--- config.mk ---
export PLATFORM = sky130hd
export DESIGN_NAME = branch_resolve
export DESIGN_NICKNAME = d
export VERILOG_FILES = /design/src/rtl/branch_resolve.sv
export SDC_FILE = /design/constraint.sdc
export NUM_CORES = 1
export LEC_CHECK = 0
export BUFFER_PORTS_ARGS = -buffer_cell sky130_fd_sc_hd__buf_4
export CAP_MARGIN = 25
export CELL_PAD_IN_SITES_DETAIL_PLACEMENT = 0
export CELL_PAD_IN_SITES_GLOBAL_PLACEMENT = 1
export CORE_MARGIN = 8
export CORE_UTILIZATION = 39
export CTS_CLUSTER_DIAMETER = 50
export DETAILED_ROUTE_END_ITERATION = 8
export GPL_TIMING_DRIVEN = 0
export PLACE_DENSITY = 0.83
export SLEW_MARGIN = 5
export SYNTH_ARGS = -nofsm -noshare
export SYNTH_HDL_FRONTEND = slang
export SYNTH_SLANG_ARGS = --single-unit
--- constraint.sdc ---
create_clock -name clk -period 2.82 [get_ports clk]
set_input_delay 0.705 -clock clk [delete_from_list [all_inputs] [get_ports clk]]
set_output_delay 0.705 -clock clk [all_outputs]
set_load 0.02 [all_outputs]
--- src/rtl/branch_resolve.sv ---
// ---------------------------------------------------------------------------
// branch_resolve
//
// Purpose:
//   Resolves branches in EX against the BTB prediction made at fetch time.
//   A 2-entry shadow pipeline (ID, EX) carries the fetch-time prediction
//   {valid, PC, hit, predicted target} alongside the real pipeline. When the
//   EX instruction is a branch, the prediction is compared with the actual
//   outcome. A mispredict triggers a one-cycle RECOVER state that flushes the
//   front end and redirects fetch. A taken branch that the BTB missed, or
//   whose predicted target was wrong, produces a one-cycle BTB write.
//
// Ports:
//   clk, rst          - clock; synchronous active-high reset
//   PC_IF, Hit_IF,
//   Target_IF,
//   Valid_IF          - fetch-stage PC, BTB hit/target, slot-valid
//   Stall             - pipeline hold for IF/ID/EX
//   Is_Branch_Ex,
//   Taken_Ex, PC_ALU  - EX-stage branch flag, actual outcome, actual target
//   Br_Dectected      - BTB write enable (registered, one-cycle pulse)
//   PC_Ex             - EX-slot PC (combinational), BTB write index/tag
//   PC_ALU_Out        - BTB write data (registered)
//   Flush             - squash IF/ID and ID/EX (high during RECOVER)
//   Redirect_PC       - corrected fetch PC, valid while Flush=1
//   Br_Count,
//   Mispred_Count     - saturating resolved-branch / mispredict counters
// ---------------------------------------------------------------------------
module branch_resolve #(
    parameter int WIDTH_DATA_LENGTH = 32,
    parameter int CNT_WIDTH         = 16
) (
    input  logic                         clk,
    input  logic                         rst,
    input  logic [WIDTH_DATA_LENGTH-1:0] PC_IF,
    input  logic                         Hit_IF,
    input  logic [WIDTH_DATA_LENGTH-1:0] Target_IF,
    input  logic                         Valid_IF,
    input  logic                         Stall,
    input  logic                         Is_Branch_Ex,
    input  logic                         Taken_Ex,
    input  logic [WIDTH_DATA_LENGTH-1:0] PC_ALU,
    output logic                         Br_Dectected,
    output logic [WIDTH_DATA_LENGTH-1:0] PC_Ex,
    output logic [WIDTH_DATA_LENGTH-1:0] PC_ALU_Out,
    output logic                         Flush,
    output logic [WIDTH_DATA_LENGTH-1:0] Redirect_PC,
    output logic [CNT_WIDTH-1:0]         Br_Count,
    output logic [CNT_WIDTH-1:0]         Mispred_Count
);

    localparam int W = WIDTH_DATA_LENGTH;

    typedef enum logic {
        IDLE    = 1'b0,
        RECOVER = 1'b1
    } state_t;

    typedef struct packed {
        logic         valid;
        logic [W-1:0] pc;
        logic         hit;
        logic [W-1:0] tgt;
    } slot_t;

    state_t               state_q, state_d;
    slot_t                id_q, id_d;
    slot_t                ex_q, ex_d;
    logic                 br_det_q, br_det_d;
    logic [W-1:0]         alu_out_q, alu_out_d;
    logic [W-1:0]         redirect_q, redirect_d;
    logic [CNT_WIDTH-1:0] br_cnt_q, br_cnt_d;
    logic [CNT_WIDTH-1:0] mis_cnt_q, mis_cnt_d;

    logic resolve;
    logic update;
    logic mispred;

    always_comb begin
        // NOTE: every variable gets a hold/idle default first so no path
        // through this block can leave one unassigned and infer a latch.
        state_d    = state_q;
        id_d       = id_q;
        ex_d       = ex_q;
        br_det_d   = 1'b0;
        alu_out_d  = alu_out_q;
        redirect_d = redirect_q;
        br_cnt_d   = br_cnt_q;
        mis_cnt_d  = mis_cnt_q;

        // During RECOVER the EX instruction is wrong-path, so it never resolves.
        resolve = ex_q.valid && Is_Branch_Ex && !Stall && (state_q == IDLE);
        // BTB needs (re)writing when a taken branch missed or hit with a stale target.
        update  = Taken_Ex && (!ex_q.hit || (ex_q.tgt != PC_ALU));
        mispred = update || (!Taken_Ex && ex_q.hit);

        if (resolve) begin
            if (br_cnt_q != '1) br_cnt_d = br_cnt_q + CNT_WIDTH'(1);
            if (mispred && (mis_cnt_q != '1)) mis_cnt_d = mis_cnt_q + CNT_WIDTH'(1);
            if (update) begin
                br_det_d  = 1'b1;
                alu_out_d = PC_ALU;
            end
            if (mispred) redirect_d = Taken_Ex ? PC_ALU : (ex_q.pc + W'(4));
        end

        case (state_q)
            IDLE:    if (resolve && mispred) state_d = RECOVER;
            RECOVER: state_d = IDLE;
            default: state_d = IDLE;
        endcase

        // Flush wins over Stall: the squash happens even if the pipe is held.
        if (state_q == RECOVER) begin
            id_d.valid = 1'b0;
            ex_d.valid = 1'b0;
        end else if (!Stall) begin
            id_d = '{valid: Valid_IF, pc: PC_IF, hit: Hit_IF, tgt: Target_IF};
            ex_d = id_q;
        end
    end

    always_ff @(posedge clk) begin
        // NOTE: non-blocking assignments keep every flop sampling the
        // pre-edge values, independent of statement order.
        if (rst) begin
            state_q    <= IDLE;
            id_q       <= '0;
            ex_q       <= '0;
            br_det_q   <= 1'b0;
            alu_out_q  <= '0;
            redirect_q <= '0;
            br_cnt_q   <= '0;
            mis_cnt_q  <= '0;
        end else begin
            state_q    <= state_d;
            id_q       <= id_d;
            ex_q       <= ex_d;
            br_det_q   <= br_det_d;
            alu_out_q  <= alu_out_d;
            redirect_q <= redirect_d;
            br_cnt_q   <= br_cnt_d;
            mis_cnt_q  <= mis_cnt_d;
        end
    end

    assign PC_Ex         = ex_q.pc;
    assign Flush         = (state_q == RECOVER);
    assign Redirect_PC   = redirect_q;
    assign Br_Dectected  = br_det_q;
    assign PC_ALU_Out    = alu_out_q;
    assign Br_Count      = br_cnt_q;
    assign Mispred_Count = mis_cnt_q;

endmodule

==> flow_metrics.tcl <==
set metrics [dict create \
    status "finished clean" \
    path_clk_slew_ns 0.06 \
    finalSetupViolations 0 \
    insertion_delay_ns 0.54 \
    synth_nets 1362 \
    dieArea_um2 31400 \
    r2r_cells 7 \
    maxCapViolations 0 \
    max_slew.worst_pin.slew_ns 1.00 \
    dp_cells 1822 \
    layout_common_cells "nand2_1 (362), buf_4 (263), dfxtp_1 (230)" \
    fmax_ghz 0.383 \
    drtIter0Drc 812 \
    drc 0 \
    slowest_delay_ns 0.50 \
    r2r_end "Mispred_Count[6]" \
    grt_max_degree 14 \
    cts_tree "built" \
    ys_types 56 \
    avgSynthCellArea_um2 8.07 \
    portBuffers 231 \
    grt_pass1_vias 9408 \
    layout_min_cycle_time_ns 2.61 \
    path_cells "and4bb_2 -> o21a_1 -> clkbuf_1 -> nand2_1 -> clkbuf_1 -> nor3_1 -> mux2_1" \
    post-cts-setup-buffers 0 \
    synthCells 1256 \
    io_pins 233 \
    async_reset_ff_share_pct 0 \
    coreArea_um2 25800 \
    dpl_worst_slack_ns -0.194 \
    rrSetupSlack_ns 0.21 \
    hpwl_um 27600 \
    nets 1623 \
    fillers 2527 \
    crit_path_top_delay_cell "and4bb_2" \
    ant_nets 0 \
    yosys_most_used_dff "dfxtp_1" \
    path_class "reg -> reg" \
    hold_viol_final 0 \
    grt_pass1_wl_um 53300 \
    synth_top_cell_area_share_pct 45.4 \
    viasPerCell 5.19 \
    synth_largest_area_cell "dfxtp_1" \
    vdd_ir_drop_max_mv 0.433 \
    finalWirelength_um 35400 \
    finalCritPeriodShare_pct 92.7 \
    hold_class "in -> reg" \
    setup.worst_path.start "Flush" \
    layout.cells.most_common "nand2_1" \
    crit_path_start_kind "flop" \
    gp_congestion 0.883 \
    first_pass_iters 5 \
    syn-cell-area_um2 10100 \
    timing.rr.start "Flush" \
    finalSetupTns_ns 0 \
    cp.arrival_ns 3.03 \
    ys_seq_elements 230 \
    endpoint "Mispred_Count[6]" \
    ys_seq_area_share_pct 45.4 \
    path_delay_family "simple AND/OR/NAND/NOR gates" \
    yosys_warnings 0 \
    drv_slew 0 \
    num_rows 59 \
    fin_skew_ns 0.0157 \
    p_leak_uw 0.00515 \
    cts.htree.levels 1 \
    vias 9718 \
    clkSinkCount 230 \
    layoutNonFillerInstCount 1872 \
    cp.depth 7 \
    wl_per_cell_um 18.9 \
    holdBufCountCts 0 \
    area_growth_syn_to_layout_pct 30.3 \
    synth_area_leaders "dfxtp_1 (45%), nand2_1 (13%), a21oi_1 (7.4%)" \
    cts_buffers 28 \
    crit_top_cell "clkbuf_1" \
    setup_slack_ns 0.207 \
    start_util_pct 39.3 \
    finalPower_uw 7550 \
    grt_usage_pct 21.6 \
    clockRootBuffer "clkbuf_16" \
    min_path_cells 3 \
    overflow 0 \
    die_w_um 177 \
    cts_max_path_buffers 3 \
    p_per_area_nw_per_um2 572 \
    path_max_fanout 10 \
    cts-resized-gates 0 \
    drive_gt1_share_pct 21.6 \
    endpoint_kind "flop" \
    max-slew-margin-rel_pct 33.3 \
    synth_edf_count 0 \
    grt_antenna_before_repair 2 \
    cp_num_buf_inv 2 \
    die_height_um 177 \
    rsz0062_at_grt "no" \
    worstPathRequired_ns 3.24 \
]
## state kept, by name, summed over array words and instances (netlist names)
name,count
Br_Count,16
PC_ALU_Out,32
Mispred_Count,16
Br_Dectected,1
Flush,1
ex_q,34
id_q,66
Redirect_PC,32
PC_Ex,32
## power breakdown
part | internal [µW] | switching [µW]
combinational | 249 | 364
sequential | 3340 | 67.4
clock | 2150 | 1380
## how the worst min path moves through the flow
| stage | endpoint | startpoint | slack (ns) |
|---|---|---|---|
| detailed placement | PC_Ex[4] | id_q[37] | 0.44 |
| global route | id_q[25] | Target_IF[25] | 0.41 |
| finish | id_q[48] | PC_IF[15] | 0.41 |
| global placement | ex_q[0] | id_q[0] | 0.44 |
| CTS | id_q[48] | PC_IF[15] | 0.40 |
| floorplan | ex_q[10] | id_q[10] | 0.43 |
## layer usage
layer | up-vias | track usage (%) | share of wire (%)
li1 | 4786 | - | -
met1 | 4508 | 26.9 | 41
met2 | 362 | 35.1 | 46
met3 | 62 | 6.08 | 9.8
met4 | 0 | 7.81 | 3.3
met5 | - | 0 | 0
## area by class of cell
type | instances | area (µm²) | area share [%]
clock inverter | 11 | 118 | 0.890
timing repair buffer | 231 | 1730 | 13.1
clock buffer | 37 | 796 | 6.02
sequential | 230 | 4600 | 34.9
tap | 335 | 419 | 3.17
inverter | 13 | 48.8 | 0.369
antenna | 2 | 5.00 | 0.0379
multi-input combinational | 893 | 4890 | 37.0
buffer | 120 | 589 | 4.46
## worst reg2reg max path, delay by kind of cell (launching register included)
kind                   cells  cell delay, ns
AND/OR/NAND/NOR            3            0.99
multiplexers               1            0.33
AO/OA/AOI/OAI              1            0.17
flip-flops                 1            0.38
buffers and inverters      2            0.62
## synth_stat cells, drive strengths merged (2+ instances only)
cell / count
inv: 13
o211ai: 4
xnor2: 47
ha: 3
and4: 13
nand4: 18
nor4: 8
o21bai: 3
nor2b: 6
a2111oi: 6
o22ai: 3
dfxtp: 230
nand3: 30
buf: 45
and3: 8
nor3b: 2
a221o: 3
or2: 2
o21a: 13
xor2: 18
nand2: 362
o21ai: 39
or3: 5
clkbuf: 75
o2111ai: 14
o31ai: 9
a211oi: 2
a31o: 8
and2: 4
a21oi: 150
mux2i: 35
mux2: 3
nor3: 19
nand2b: 4
nor2: 30
a31oi: 5
or4: 12
## through the flow
| stage | utilization (%) | hold slack (ns) | instance area [µm²] |
|---|---|---|---|
| after CTS | 51.2 | 0.396 | 13200 |
| after global routing | 51.3 | 0.406 | 13200 |
| after global placement | 47.7 | 0.440 | 12300 |
| after detailed placement | 47.7 | 0.443 | 12300 |
| after floorplan | - | 0.432 | 10100 |
| final | 51.3 | 0.413 | 13200 |
## cells by family after synthesis
logic type / synth area share, %
compound gates: 15.3
buf+inv: 6.30
simple gates: 23.2
mux: 3.79
xor+xnor: 5.62
flops: 45.4
fa+ha+maj: 0.370
Note: power is estimated with default switching activity, not from simulation.
